`src/rtl/speicher_arbiter_if.sv`:
```
// rtl/speicher_arbiter_if.sv - CPU fetch/data ports and unified RAM port of the speicher arbiter
interface speicher_arbiter_if #(
   parameter int ADRESSBREITE = 8,
   parameter int WORTBREITE   = 32
);
   logic                    LeseInstruktion;
   logic [31:0]             InstruktionAdresse;
   logic [WORTBREITE-1:0]   Instruktion;
   logic                    InstruktionGeladen;
   logic                    LeseDaten;
   logic                    SchreibeDaten;
   logic [31:0]             DatenAdresse;
   logic [WORTBREITE-1:0]   DatenRaus;
   logic [WORTBREITE-1:0]   DatenRein;
   logic                    DatenGeladen;
   logic                    DatenGespeichert;
   logic                    RAMLesenAn;
   logic                    RAMSchreibenAn;
   logic [ADRESSBREITE-1:0] RAMAdresse;
   logic [WORTBREITE-1:0]   RAMDatenRein;
   logic [WORTBREITE-1:0]   RAMDatenRaus;
   logic                    RAMDatenBereit;
   logic                    RAMDatenGeschrieben;
   logic                    Fehler;

   modport slave (
      input  LeseInstruktion,
      input  InstruktionAdresse,
      output Instruktion,
      output InstruktionGeladen,
      input  LeseDaten,
      input  SchreibeDaten,
      input  DatenAdresse,
      input  DatenRaus,
      output DatenRein,
      output DatenGeladen,
      output DatenGespeichert,
      output RAMLesenAn,
      output RAMSchreibenAn,
      output RAMAdresse,
      output RAMDatenRein,
      input  RAMDatenRaus,
      input  RAMDatenBereit,
      input  RAMDatenGeschrieben,
      output Fehler
   );

   modport master (
      output LeseInstruktion,
      output InstruktionAdresse,
      input  Instruktion,
      input  InstruktionGeladen,
      output LeseDaten,
      output SchreibeDaten,
      output DatenAdresse,
      output DatenRaus,
      input  DatenRein,
      input  DatenGeladen,
      input  DatenGespeichert,
      input  RAMLesenAn,
      input  RAMSchreibenAn,
      input  RAMAdresse,
      input  RAMDatenRein,
      output RAMDatenRaus,
      output RAMDatenBereit,
      output RAMDatenGeschrieben,
      input  Fehler
   );
endinterface

```
`src/rtl/speicher_arbiter.sv`:
```
// rtl/speicher_arbiter.sv - shares one single-port RAM between instruction fetch and data port
// Optional feature macro: SPEICHER_ARBITER_ROUNDROBIN_EN (round-robin instead of data-first priority)
module speicher_arbiter #(
   parameter int ADRESSBREITE = 8,
   parameter int WORTBREITE   = 32,
   parameter int TIMEOUT      = 64
) (
   input logic               Clock,
   input logic               Reset,
   speicher_arbiter_if.slave bus
);
   typedef enum logic [2:0] {
      LEERLAUF,
      INSTR,
      DATEN_LESEN,
      DATEN_SCHREIBEN,
      FREIGABE
   } zustand_t;

   localparam int ZAEHLERBREITE = (TIMEOUT > 0) ? $clog2(TIMEOUT + 1) : 1;

   zustand_t                 zustand;
   zustand_t                 folgeZustand;
   logic [ZAEHLERBREITE-1:0] waechter;

   logic                     anfrageI;
   logic                     anfrageD;
   logic                     datenGewinnt;
   logic                     vergeben;
   logic                     strobe;
   logic                     abgelaufen;
   logic                     fertig;

   logic                     uebernehmen;
   logic                     lesenAnNeu;
   logic                     schreibenAnNeu;
   logic                     ackINeu;
   logic                     ackDLNeu;
   logic                     ackDSNeu;
   logic                     fehlerNeu;

   logic                     lesenAn;
   logic                     schreibenAn;
   logic [ADRESSBREITE-1:0]  adresse;
   logic [WORTBREITE-1:0]    schreibDaten;
   logic [WORTBREITE-1:0]    instruktion;
   logic [WORTBREITE-1:0]    datenRein;
   logic                     ackI;
   logic                     ackDL;
   logic                     ackDS;
   logic                     fehler;

   // Only the low address bits select a RAM word; I/O decoding happens upstream.
   logic                     unusedAdressBits;
   assign unusedAdressBits = ^{bus.InstruktionAdresse[31:ADRESSBREITE],
                               bus.DatenAdresse[31:ADRESSBREITE]};

   assign anfrageI   = bus.LeseInstruktion;
   assign anfrageD   = bus.LeseDaten | bus.SchreibeDaten;
   assign vergeben   = (zustand == INSTR) || (zustand == DATEN_LESEN) ||
                       (zustand == DATEN_SCHREIBEN);
   assign strobe     = vergeben && ((zustand == DATEN_SCHREIBEN) ? bus.RAMDatenGeschrieben
                                                                 : bus.RAMDatenBereit);
   assign abgelaufen = vergeben && (TIMEOUT != 0) &&
                       (waechter == ZAEHLERBREITE'(TIMEOUT - 1));
   assign fertig     = strobe || abgelaufen;

`ifdef SPEICHER_ARBITER_ROUNDROBIN_EN
   // Pointer names the port that wins the next conflict; it moves away from whoever was just served.
   logic zeigerDaten;

   always_ff @(posedge Clock or posedge Reset) begin
      if (Reset) begin
         zeigerDaten <= 1'b1;
      end else if (fertig) begin
         zeigerDaten <= (zustand == INSTR);
      end
   end

   assign datenGewinnt = zeigerDaten;
`else
   assign datenGewinnt = 1'b1;
`endif

   always_ff @(posedge Clock or posedge Reset) begin
      if (Reset) begin
         zustand <= LEERLAUF;
      end else begin
         zustand <= folgeZustand;
      end
   end

   always_comb begin
      folgeZustand = zustand;
      case (zustand)
         LEERLAUF: begin
            if (anfrageD && (!anfrageI || datenGewinnt)) begin
               folgeZustand = bus.SchreibeDaten ? DATEN_SCHREIBEN : DATEN_LESEN;
            end else if (anfrageI) begin
               folgeZustand = INSTR;
            end
         end
         INSTR, DATEN_LESEN, DATEN_SCHREIBEN: begin
            if (fertig) begin
               folgeZustand = FREIGABE;
            end
         end
         FREIGABE: folgeZustand = LEERLAUF;
         default:  folgeZustand = LEERLAUF;
      endcase
   end

   always_comb begin
      uebernehmen    = 1'b0;
      lesenAnNeu     = 1'b0;
      schreibenAnNeu = 1'b0;
      ackINeu        = 1'b0;
      ackDLNeu       = 1'b0;
      ackDSNeu       = 1'b0;
      fehlerNeu      = abgelaufen && !strobe;
      case (zustand)
         LEERLAUF: begin
            uebernehmen    = (folgeZustand != LEERLAUF);
            lesenAnNeu     = (folgeZustand == INSTR) || (folgeZustand == DATEN_LESEN);
            schreibenAnNeu = (folgeZustand == DATEN_SCHREIBEN);
         end
         INSTR: begin
            lesenAnNeu = !fertig;
            ackINeu    = fertig;
         end
         DATEN_LESEN: begin
            lesenAnNeu = !fertig;
            ackDLNeu   = fertig;
         end
         DATEN_SCHREIBEN: begin
            schreibenAnNeu = !fertig;
            ackDSNeu       = fertig;
         end
         default: begin
         end
      endcase
   end

   // A real RAM answer takes precedence over a watchdog expiry in the same cycle.
   always_ff @(posedge Clock or posedge Reset) begin
      if (Reset) begin
         lesenAn      <= 1'b0;
         schreibenAn  <= 1'b0;
         adresse      <= '0;
         schreibDaten <= '0;
         instruktion  <= '0;
         datenRein    <= '0;
         ackI         <= 1'b0;
         ackDL        <= 1'b0;
         ackDS        <= 1'b0;
         fehler       <= 1'b0;
         waechter     <= '0;
      end else begin
         lesenAn     <= lesenAnNeu;
         schreibenAn <= schreibenAnNeu;
         ackI        <= ackINeu;
         ackDL       <= ackDLNeu;
         ackDS       <= ackDSNeu;
         if (uebernehmen) begin
            adresse      <= (folgeZustand == INSTR) ? bus.InstruktionAdresse[ADRESSBREITE-1:0]
                                                    : bus.DatenAdresse[ADRESSBREITE-1:0];
            schreibDaten <= bus.DatenRaus;
            waechter     <= '0;
         end else if (vergeben && !fertig) begin
            waechter <= waechter + 1'b1;
         end
         if (ackINeu) begin
            instruktion <= strobe ? bus.RAMDatenRaus : '0;
         end
         if (ackDLNeu) begin
            datenRein <= strobe ? bus.RAMDatenRaus : '0;
         end
         if (fehlerNeu) begin
            fehler <= 1'b1;
         end
      end
   end

   assign bus.RAMLesenAn         = lesenAn;
   assign bus.RAMSchreibenAn     = schreibenAn;
   assign bus.RAMAdresse         = adresse;
   assign bus.RAMDatenRein       = schreibDaten;
   assign bus.Instruktion        = instruktion;
   assign bus.InstruktionGeladen = ackI;
   assign bus.DatenRein          = datenRein;
   assign bus.DatenGeladen       = ackDL;
   assign bus.DatenGespeichert   = ackDS;
   assign bus.Fehler             = fehler;

endmodule

```
`src/flat_wrapper.sv`:
```
// flat-port wrapper written by rule: the top's interface ports become plain ports
module speicher_arbiter_flat 
#(
   parameter int ADRESSBREITE = 8,
   parameter int WORTBREITE   = 32,
   parameter int TIMEOUT      = 64
)
  (Clock, Reset, bus_LeseInstruktion, bus_InstruktionAdresse, bus_Instruktion, bus_InstruktionGeladen, bus_LeseDaten, bus_SchreibeDaten, bus_DatenAdresse, bus_DatenRaus, bus_DatenRein, bus_DatenGeladen, bus_DatenGespeichert, bus_RAMLesenAn, bus_RAMSchreibenAn, bus_RAMAdresse, bus_RAMDatenRein, bus_RAMDatenRaus, bus_RAMDatenBereit, bus_RAMDatenGeschrieben, bus_Fehler);
  speicher_arbiter_if #(.ADRESSBREITE(ADRESSBREITE), .WORTBREITE(WORTBREITE)) bus_i ();
  input logic Clock;
  input logic Reset;
  input wire logic [$bits(bus_i.LeseInstruktion)-1:0] bus_LeseInstruktion;
  input wire logic [$bits(bus_i.InstruktionAdresse)-1:0] bus_InstruktionAdresse;
  output wire logic [$bits(bus_i.Instruktion)-1:0] bus_Instruktion;
  output wire logic [$bits(bus_i.InstruktionGeladen)-1:0] bus_InstruktionGeladen;
  input wire logic [$bits(bus_i.LeseDaten)-1:0] bus_LeseDaten;
  input wire logic [$bits(bus_i.SchreibeDaten)-1:0] bus_SchreibeDaten;
  input wire logic [$bits(bus_i.DatenAdresse)-1:0] bus_DatenAdresse;
  input wire logic [$bits(bus_i.DatenRaus)-1:0] bus_DatenRaus;
  output wire logic [$bits(bus_i.DatenRein)-1:0] bus_DatenRein;
  output wire logic [$bits(bus_i.DatenGeladen)-1:0] bus_DatenGeladen;
  output wire logic [$bits(bus_i.DatenGespeichert)-1:0] bus_DatenGespeichert;
  output wire logic [$bits(bus_i.RAMLesenAn)-1:0] bus_RAMLesenAn;
  output wire logic [$bits(bus_i.RAMSchreibenAn)-1:0] bus_RAMSchreibenAn;
  output wire logic [$bits(bus_i.RAMAdresse)-1:0] bus_RAMAdresse;
  output wire logic [$bits(bus_i.RAMDatenRein)-1:0] bus_RAMDatenRein;
  input wire logic [$bits(bus_i.RAMDatenRaus)-1:0] bus_RAMDatenRaus;
  input wire logic [$bits(bus_i.RAMDatenBereit)-1:0] bus_RAMDatenBereit;
  input wire logic [$bits(bus_i.RAMDatenGeschrieben)-1:0] bus_RAMDatenGeschrieben;
  output wire logic [$bits(bus_i.Fehler)-1:0] bus_Fehler;
  assign bus_i.LeseInstruktion = bus_LeseInstruktion;
  assign bus_i.InstruktionAdresse = bus_InstruktionAdresse;
  assign bus_Instruktion = bus_i.Instruktion;
  assign bus_InstruktionGeladen = bus_i.InstruktionGeladen;
  assign bus_i.LeseDaten = bus_LeseDaten;
  assign bus_i.SchreibeDaten = bus_SchreibeDaten;
  assign bus_i.DatenAdresse = bus_DatenAdresse;
  assign bus_i.DatenRaus = bus_DatenRaus;
  assign bus_DatenRein = bus_i.DatenRein;
  assign bus_DatenGeladen = bus_i.DatenGeladen;
  assign bus_DatenGespeichert = bus_i.DatenGespeichert;
  assign bus_RAMLesenAn = bus_i.RAMLesenAn;
  assign bus_RAMSchreibenAn = bus_i.RAMSchreibenAn;
  assign bus_RAMAdresse = bus_i.RAMAdresse;
  assign bus_RAMDatenRein = bus_i.RAMDatenRein;
  assign bus_i.RAMDatenRaus = bus_RAMDatenRaus;
  assign bus_i.RAMDatenBereit = bus_RAMDatenBereit;
  assign bus_i.RAMDatenGeschrieben = bus_RAMDatenGeschrieben;
  assign bus_Fehler = bus_i.Fehler;
  speicher_arbiter #(.ADRESSBREITE(ADRESSBREITE), .WORTBREITE(WORTBREITE), .TIMEOUT(TIMEOUT)) u_core (.Clock(Clock), .Reset(Reset), .bus(bus_i));
endmodule
```
`config.mk`:
```
export PLATFORM = sky130hd
export DESIGN_NAME = speicher_arbiter_flat
export DESIGN_NICKNAME = d
export VERILOG_FILES = /design/src/rtl/speicher_arbiter_if.sv /design/src/rtl/speicher_arbiter.sv /design/src/flat_wrapper.sv
export SDC_FILE = /design/constraint.sdc
export NUM_CORES = 1
export LEC_CHECK = 0
export BUFFER_PORTS_ARGS = -buffer_cell sky130_fd_sc_hd__buf_2
export CAP_MARGIN = 20
export CORE_MARGIN = 5
export CORE_UTILIZATION = 41
export DETAILED_ROUTE_END_ITERATION = 12
export PLACE_DENSITY_LB_ADDON = 0.12
export SLEW_MARGIN = 10
export SYNTH_ARGS = -nofsm -noshare
export SYNTH_HDL_FRONTEND = slang
export SYNTH_SLANG_ARGS = --single-unit
```
`constraint.sdc`:
```
create_clock -name Clock -period 3.8 [get_ports Clock]
set_input_delay 0.76 -clock Clock [delete_from_list [all_inputs] [get_ports Clock]]
set_output_delay 0.76 -clock Clock [all_outputs]
set_load 0.005 [all_outputs]
```
==> metrics.txt, run 1 <==
Max Cap Violations=0; r2r startpoint=u_core.zustand[2]; Core Rows=39; FF-to-FF End=u_core.bus.RAMAdresse[3]; antenna violations before repair=0; area leader, netlist=dfrtp_1; Cell Area, Placed=5790 µm²; CTS Buffer Depth=2; CTS Buf Count=17; CP Max Fanout=42; layout cells sized above 1=44.7%; placed cells=656; Post-synth ARST share=100%; Mapped Cells=332; fmax=456 MHz; Total GRT Usage=18.2%; Post-layout nets=668; TritonCTS clock tree=done; met3 Use GR=6.89%; final setup skew=9.71 ps; Buf/Inv on CP=1; setup ws final=1610 ps; clk sinks=120; crit end category=flip-flop; routability cong.=0.715; synth top area cells=dfrtp_1 (64%), a22o_1 (12%), mux2_1 (8.0%); Initial Utilization=41.4%; RSZ-0062 raised after global routing=no; post-synthesis cell type count=43; Post-synth EDFFs=0; critical path's slowest cell=o31a_2; hold buffer count at CTS=0; setup TNS=0 ps; slowest stage delay, CP=840 ps; FF+latch area=3000 µm²; Post-Layout Cell Count=687; Hold Crit Class=flip-flop to flip-flop; Synth Warn #=0; # H-tree levels=4; post-DP HPWL=8100 µm; final slew viol count=0; DIE AREA=13600 µm²; pin count of the biggest net entering global routing=53; number of buffers added for setup after CTS=0; detailed-router iteration count before antenna repair=4; Final min period=2190 ps; core area=11300 µm²; IO Count=245; Worst path depth=5; wire per inst=17.2 µm; critical-path cell list=nor3_2 -> o31a_2 -> buf_4 -> nor2_1 -> a21oi_1; IO Port Bufs=196; post-CTS resize count=0; Max-slew headroom=33.5%; fillers=945; Reg2Reg Depth=5; Peak VDD IR=0.465 mV; clk_lat worst skew=410 ps; DRC errors left=0; GR Layer Usage met2=28.8%; clock root cell=clkbuf_16; Worst Setup EP=u_core.bus.RAMAdresse[3]; die height=117 µm; grt met1 use=22.5%; final count of hold timing violations=0; CP Launch Point=u_core.zustand[2]; Overflow after GRT=0; LEAKAGE=3.24 nW; WP data arrival=2530 ps; status=completed; GRT busiest layer=met2; vias in the first global route=3646; CP required=4140 ps; cell family with most CP delay=compound AO/OA/AOI/OAI gates; crit start category=flip-flop; R2R setup slack=1610 ps; via count=3478; Mapped Area=4660 µm²; footprint of the multi-input gates=1550 µm²; Tcrit/Tclk final=57.7%; Final Cell Area=6440 µm²; vias per cell=5.06; flops & latches, synth=120; Die W=117 µm; DP Worst Slack=1450 ps; synthesized area per cell=14.0 µm²; Area Overhead vs Synth=38.2%; DRT iter0 DRCs=281; Worst-path clk slew=50 ps; WL final=11800 µm; final antenna diode count=0; pwr dens=890 nW/µm²; final setup vio count=0; worst slew pin tran=998 ps; top-area cell type share of the netlist area=64.4%; Setup Crit Path Kind=flip-flop to flip-flop; top_reg_cell synth=dfrtp_1; Syn Nets=468; sequential share of the synthesized area=64.4%; post-route ant nets=0; global-route wire length before repair=18600 µm
cell usage in the layout, fill, tap and decap left out, types with 6 or more instances in the layout:
cell type  netlist  layout
a21oi_1         11      11
mux2_1          33      33
dfrtp_1        120     120
clkbuf_16        0      17
buf_4            0       6
buf_2            5     196
mux2i_1          9       9
nand2_1          6       6
nor2_1          20      20
clkbuf_8         0       6
a22o_1          64      64
cell families (layout without fill, tap and decap cells):
kind of cell	Yosys count	after routing	synth area share (%)
buffers and inverters	26	238	2.55
and+or+nand+nor	49	49	5.37
DFF	120	120	64.4
AOI/OAI and AO/OA	89	89	16.3
xor gates and xnor gates	4	4	0.751
muxes	43	43	10.4
adders and majority gates	1	1	0.268
how the worst min path moves through the flow:
stage / startpoint / endpoint / slack [ps] / cells past startpoint
finish: u_core.bus.Fehler / u_core.bus.Fehler / 470 / 1
CTS: u_core.bus.Fehler / u_core.bus.Fehler / 480 / 1
global placement: u_core.bus.RAMDatenRein[12] / u_core.bus.RAMDatenRein[12] / 460 / 1
global route: u_core.bus.RAMDatenRein[12] / u_core.bus.RAMDatenRein[12] / 500 / 1
floorplan: u_core.waechter[6] / u_core.bus.Fehler / 450 / 1
detailed placement: u_core.bus.Fehler / u_core.bus.Fehler / 460 / 1
sequential cells by signal, indices dropped and copies added, names as in the netlist:
register,count
u_core.bus.DatenGeladen,1
u_core.bus.DatenRein,32
u_core.zustand,3
u_core.bus.DatenGespeichert,1
u_core.bus.Instruktion,32
u_core.bus.RAMSchreibenAn,1
u_core.bus.RAMLesenAn,1
u_core.waechter,7
u_core.bus.InstruktionGeladen,1
u_core.bus.RAMDatenRein,32
u_core.bus.Fehler,1
u_core.bus.RAMAdresse,8
power by group:
group	switching, mW	total (mW)	internal (mW)
combinational	0.859	1.84	0.980
sequential	0.308	2.16	1.85
clock	0.537	1.73	1.20
stage by stage:
stage / util [%] / power, mW / hold WS (ps)
after floorplan: - / 3.22 / 448
after global placement: 51.4 / 4.00 / 462
after detailed placement: 51.4 / 4.06 / 464
after CTS: 57.2 / 5.82 / 479
after global routing: 57.2 / 6.13 / 500
final: 57.2 / 5.73 / 472
cells in the mapped netlist, types with 3 or more instances:
| library cell | number |
|---|---|
| inv_1 | 3 |
| buf_2 | 5 |
| nand3_1 | 3 |
| dfrtp_1 | 120 |
| nand2_1 | 6 |
| mux2_1 | 33 |
| clkbuf_1 | 15 |
| xnor2_1 | 4 |
| mux2i_1 | 9 |
| a22o_1 | 64 |
| nor2_1 | 20 |
| a21oi_1 | 11 |
routing by layer:
metal  vias to the layer above  share of wire [%]
met5                         -                  0
met2                       118                 50
met1                      1720                 41
li1                       1624                  -
met4                         0                1.8
met3                        16                7.4
final cells by class:
class	instances	area share, %
sequential	120	46.6
clock inverter	7	2.14
multi-input combinational	186	24.0
inverter	4	0.291
timing repair buffer	203	16.2
clock buffer	24	7.94
tap	143	2.78
(Power assumes the default switching activity.)
==> inputs of run 2 (changes only) <==
--- a/config.mk
+++ b/config.mk
@@ -5,10 +5,11 @@
 export SDC_FILE = /design/constraint.sdc
 export NUM_CORES = 1
 export LEC_CHECK = 0
+export ABC_AREA = 1
 export BUFFER_PORTS_ARGS = -buffer_cell sky130_fd_sc_hd__buf_2
 export CAP_MARGIN = 20
 export CORE_MARGIN = 5
-export CORE_UTILIZATION = 41
+export CORE_UTILIZATION = 46
 export DETAILED_ROUTE_END_ITERATION = 12
 export PLACE_DENSITY_LB_ADDON = 0.12
 export SLEW_MARGIN = 10
==> constraint.sdc (replaced) <==
create_clock -name Clock -period 2.2 [get_ports Clock]
set_input_delay 0.44 -clock Clock [delete_from_list [all_inputs] [get_ports Clock]]
set_output_delay 0.44 -clock Clock [all_outputs]
set_load 0.005 [all_outputs]
==> run 2 against run 1 <==
Against the previous run: routed wire length rose by 5.0%; combinational power rose by 120%; synthesized cell count rose by 61%; core utilization rose by 7.3 points; sequential power rose by 75%; maximum frequency rose by 11%; clock skew fell by 0.66 ps; clock power rose by 57%; setup slack got worse by 1400 ps; register-to-register slack got worse by 1400 ps; worst hold slack got worse by 360 ps; via count rose by 23%; critical path type unchanged.
==> metrics.txt, run 2 <==
status=completed; most frequent cells in the layout=nand2_1 (249), buf_2 (196), dfrtp_1 (120); number of buffers added for setup after CTS=0; Crit path top cell by count=nand2_1; Core Rows=37; Setup Crit Path Kind=flip-flop to flip-flop; post-DP HPWL=8710 µm; Tcrit/Tclk final=89.8%; clock root cell=clkbuf_8; Mapped Area=4840 µm²; final slew viol count=0; most frequent cell after synthesis=nand2_1; GRT busiest layer=met2; # H-tree levels=4; DRT iter0 DRCs=297; fmax=506 MHz; Mapped Cells=536; GR Layer Usage met2=30.9%; Die W=113 µm; IO Count=245; Post-synth ARST share=100%; routability cong.=0.784; Max-slew headroom=65.0%; DIE AREA=12700 µm²; most common cell after layout, fill and taps aside=nand2_1; wire per inst=14.0 µm; clk_lat worst skew=510 ps; Worst-path clk slew=60 ps; WP data arrival=2370 ps; top_reg_cell synth=dfrtp_1; grt met1 use=26.6%; setup TNS=0 ps; clk sinks=120; critical-path cell list=ha_1 -> nand2_1 -> nor2_1 -> nand3_2 -> nand3_1 -> nand2_1 -> nor2_2 -> nor2_8 -> buf_12 -> nand2_1 -> nand2_1; WL final=12400 µm; Total GRT Usage=20.3%; critical path's slowest cell=dfrtp_1; antenna violations before repair=1; crit end category=flip-flop; synthesized area per cell=9.02 µm²; crit start category=flip-flop; IO Port Bufs=196; CP Max Fanout=39; RSZ-0062 raised after global routing=no; Post-synth EDFFs=0; post-route ant nets=0; synth top area cells=dfrtp_1 (62%), nand2_1 (19%), o21ai_0 (5.5%); final setup skew=9.05 ps; sequential share of the synthesized area=62.1%; pin count of the biggest net entering global routing=66; Peak VDD IR=0.712 mV; CTS Buf Count=17; Final min period=1980 ps; final count of hold timing violations=0; TritonCTS clock tree=done; Overflow after GRT=0; Hold Crit Class=primary input to flip-flop; flops & latches, synth=120; Pwr Total=10.5 mW; CTS Buffer Depth=2; Post-synth top cells=nand2_1 (250), dfrtp_1 (120), o21ai_0 (53); R2R setup slack=220 ps; Post-layout nets=873; layout cells sized above 1=33.6%; CP required=2600 ps; detailed-router iteration count before antenna repair=5; Max Cap Violations=0; die height=113 µm; top-area cell type share of the netlist area=62.1%; via count=4267; DRC errors left=0; Syn Nets=672; vias per cell=4.82; slowest stage delay, CP=380 ps; LEAKAGE=3.67 nW; pwr dens=1580 nW/µm²; worst slew pin tran=524 ps; post-synthesis cell type count=27; area leader, netlist=dfrtp_1; final setup vio count=0; Initial Utilization=47.1%; vias in the first global route=4273; global-route wire length before repair=20900 µm; met3 Use GR=7.82%; placed cells=853; final antenna diode count=0; Synth Warn #=0; Post-Layout Cell Count=885; Area Overhead vs Synth=37.0%; core area=10300 µm²
-- run 2: cell families after synthesis --
group,Yosys count,synth area share (%)
AO/OA/AOI/OAI,73,7.76
buffers and inverters,46,4.68
AND/OR/NAND/NOR,291,24.3
flip-flops,120,62.1
XOR/XNOR,5,0.906
adder cells (fa/ha/maj),1,0.259
-- run 2: through the flow --
stage	hold slack [ps]	area (µm²)	setup slack, ps	utilization [%]
final	116	6620	224	64.5
after global routing	98.9	6620	68.8	64.5
after CTS	94.0	6620	213	64.5
after detailed placement	460	6030	214	58.7
after global placement	457	6030	286	58.7
after floorplan	468	4840	291	-
-- run 2: critical path, delay by kind of cell, from the launching register on --
family	cells	cell delay, ps
simple gates	9	1110
flops	1	380
fa+ha+maj	1	170
buf+inv	1	170
-- run 2: path summary, 6_finish.rpt --
kind                                            startpoint  depth (start not counted)                     endpoint
max in group asynchronous                            Reset                          4    u_core.bus.Instruktion[1]
worst min register to register  u_core.bus.RAMDatenRein[2]                          2   u_core.bus.RAMDatenRein[2]
min in group asynchronous                            Reset                          3   u_core.bus.RAMDatenRein[0]
worst max-delay path                    u_core.waechter[0]                         11   u_core.bus.RAMDatenRein[1]
worst max register to register          u_core.waechter[0]                         11   u_core.bus.RAMDatenRein[1]
worst min-delay path                     bus_DatenRaus[18]                          3  u_core.bus.RAMDatenRein[18]
-- run 2: final cells by class --
cell class,instances,area (µm²)
Fill cell,872,3650
Sequential cell,120,3000
Multi-Input combinational cell,370,1620
Timing Repair Buffer,210,1180
Clock buffer,22,463
Tap cell,136,170
Clock inverter,9,123
Inverter,18,71.3
-- run 2: metal layers --
metal | vias to the layer above | part of all wire, %
li1 | 2103 | -
met2 | 174 | 46
met4 | 2 | 0.98
met5 | - | 0.11
met1 | 1971 | 43
met3 | 17 | 9.9
-- run 2: what timing repair did --
item / 4_1_cts / 5_1_grt
gates resized for setup: 0 / 0
endpoints found under the setup margin: 0 / 0
hold buffers: 1 / 0
endpoints found under the hold margin: 20 / 0
-- run 2: power by group --
group | switching, mW | leakage [nW] | internal, mW
Sequential | 0.547 | 1.57 | 3.23
Clock | 0.920 | 0.290 | 1.80
Combinational | 2.35 | 1.81 | 1.65
Total | 3.81 | 3.67 | 6.68
==> inputs of run 3 (changes only) <==
--- a/config.mk
+++ b/config.mk
@@ -8,8 +8,10 @@
 export ABC_AREA = 1
 export BUFFER_PORTS_ARGS = -buffer_cell sky130_fd_sc_hd__buf_2
 export CAP_MARGIN = 20
-export CORE_MARGIN = 5
-export CORE_UTILIZATION = 46
+export CELL_PAD_IN_SITES_DETAIL_PLACEMENT = 0
+export CELL_PAD_IN_SITES_GLOBAL_PLACEMENT = 2
+export CORE_MARGIN = 2
+export CORE_UTILIZATION = 25
 export DETAILED_ROUTE_END_ITERATION = 12
 export PLACE_DENSITY_LB_ADDON = 0.12
 export SLEW_MARGIN = 10
==> run 3 against run 2 <==
Against the previous run: sequential share of layout area shrank 1.8 points; non-clock buffer count rose by 3; via count fell by 0.12%; clock power increased by 8.8%; worst hold slack got worse by 38 ps; cell count grew 15%; setup slack got worse by 34 ps; critical path type unchanged.
==> metrics.txt, run 3 (synthesis gave the netlist of run 2 again) <==
via count=4262; Peak VDD IR=0.584 mV; slowest stage delay, CP=380 ps; final setup skew=11.6 ps; post-DP HPWL=9200 µm; placed cells=976; clk_lat worst skew=420 ps; Final Cell Area=6890 µm²; RSZ-0062 raised after global routing=no; WP data arrival=2310 ps; DRC errors left=0; Initial Utilization=25.7%; die height=143 µm; antenna violations before repair=0; Hold Crit Class=primary input to async pin; WL final=14500 µm; Total GRT Usage=14.4%; status=completed; layout cells sized above 1=34.3%; Post-Layout Cell Count=1016; CTS Buf Count=17; final setup vio count=0; Max Cap Violations=0; worst slew pin tran=566 ps; CP required=2500 ps; r2r startpoint=u_core.waechter[0]; CTS Buffer Depth=2; crit end category=flip-flop; final antenna diode count=0; crit start category=flip-flop; wire per inst=14.2 µm; final slew viol count=0; LEAKAGE=3.70 nW; clock root cell=clkbuf_16; Max-slew headroom=62.2%; post-route ant nets=0; Crit path top cell by count=nand2_1; Worst-path clk slew=50 ps; global-route wire length before repair=22900 µm; DIE AREA=20500 µm²; IO Count=245; Setup Crit Path Kind=flip-flop to flip-flop; routability cong.=0.763; Final min period=2010 ps; Cell Area, Placed=6160 µm²; pwr dens=1620 nW/µm²; pin count of the biggest net entering global routing=66; CP Launch Point=u_core.waechter[0]; core area=18800 µm²; vias in the first global route=4354; vias per cell=4.19; # H-tree levels=4; CP Max Fanout=11; Post-layout nets=879; detailed-router iteration count before antenna repair=4; IO Port Bufs=196; Die W=143 µm; Tcrit/Tclk final=91.3%; Core Rows=50; Hold Worst Slack=78.2 ps; final count of hold timing violations=0; most common cell after layout, fill and taps aside=nand2_1; fmax=498 MHz; hold buffer count at CTS=0; setup TNS=0 ps; critical path's slowest cell=dfrtp_1; fillers=1997; Pwr Total=11.2 mW; Area Overhead vs Synth=42.5%; DRT iter0 DRCs=201; critical-path cell list=ha_1 -> nand2_1 -> nor2_1 -> nand3_2 -> nand3_1 -> nand2_2 -> nor2_4 -> buf_4 -> nor2_4 -> buf_12 -> nand2_1 -> nand2_1; clk sinks=120; most frequent cells in the layout=nand2_1 (248), buf_2 (196), dfrtp_1 (120); TritonCTS clock tree=done; Overflow after GRT=0
==> run 3: repair_timing <==
action,4_1_cts,5_1_grt
resized for setup,2,2
setup endpoints to repair,45,47
setup buffers,0,5
pin swaps,2,4
cloned,2,1
==> run 3: per-stage QoR <==
step                util, %  setup WS [ps]
finish                 36.6            191
global placement       32.7           26.5
global route           36.6           1.08
CTS                    36.2           30.3
floorplan                 -            291
detailed placement     32.7          -42.5
==> run 3: power by group <==
| group | internal [mW] | total [mW] | switching [mW] |
|---|---|---|---|
| registers | 3.23 | 3.75 | 0.522 |
| clock network | 1.99 | 2.96 | 0.975 |
| logic | 1.82 | 4.44 | 2.62 |
| total | 7.03 | 11.2 | 4.12 |
==> run 3: layout make-up <==
type                       count  area (µm²)  area share [%]
clock inverter                 7         140            2.03
multi-input combinational    373        1670            24.3
tap                          260         325            4.72
inverter                      18        71.3            1.03
timing repair buffer         213        1200            17.4
sequential                   120        3000            43.6
clock buffer                  25         485            7.04
==> run 3: final timing paths <==
kind	to	slack, ps	depth (start not counted)
min in group Clock	u_core.bus.RAMDatenRein[0]	220	3
worst max-delay path	u_core.bus.RAMDatenRein[12]	190	12
max in group asynchronous	u_core.bus.Instruktion[18]	1370	3
worst min register to register	u_core.bus.RAMDatenRein[23]	470	2
worst max register to register	u_core.bus.RAMDatenRein[12]	190	12
worst min-delay path	u_core.bus.DatenGespeichert	80	2
==> run 3: worst max-delay path, delay by kind of cell (launching register included) <==
family	cells	cell delay (ps)
adder cells (fa/ha/maj)	1	170
buffers and inverters	2	340
flip-flops	1	380
AND/OR/NAND/NOR	9	1000
==> run 3: per-layer routing <==
| metal | track usage [%] | vias to the layer above | part of all wire, % |
|---|---|---|---|
| li1 | - | 2117 | - |
| met1 | 18.0 | 1986 | 45 |
| met2 | 23.0 | 140 | 46 |
| met3 | 5.00 | 19 | 7.3 |
| met4 | 5.73 | 0 | 1.7 |
| met5 | 0 | - | 0 |
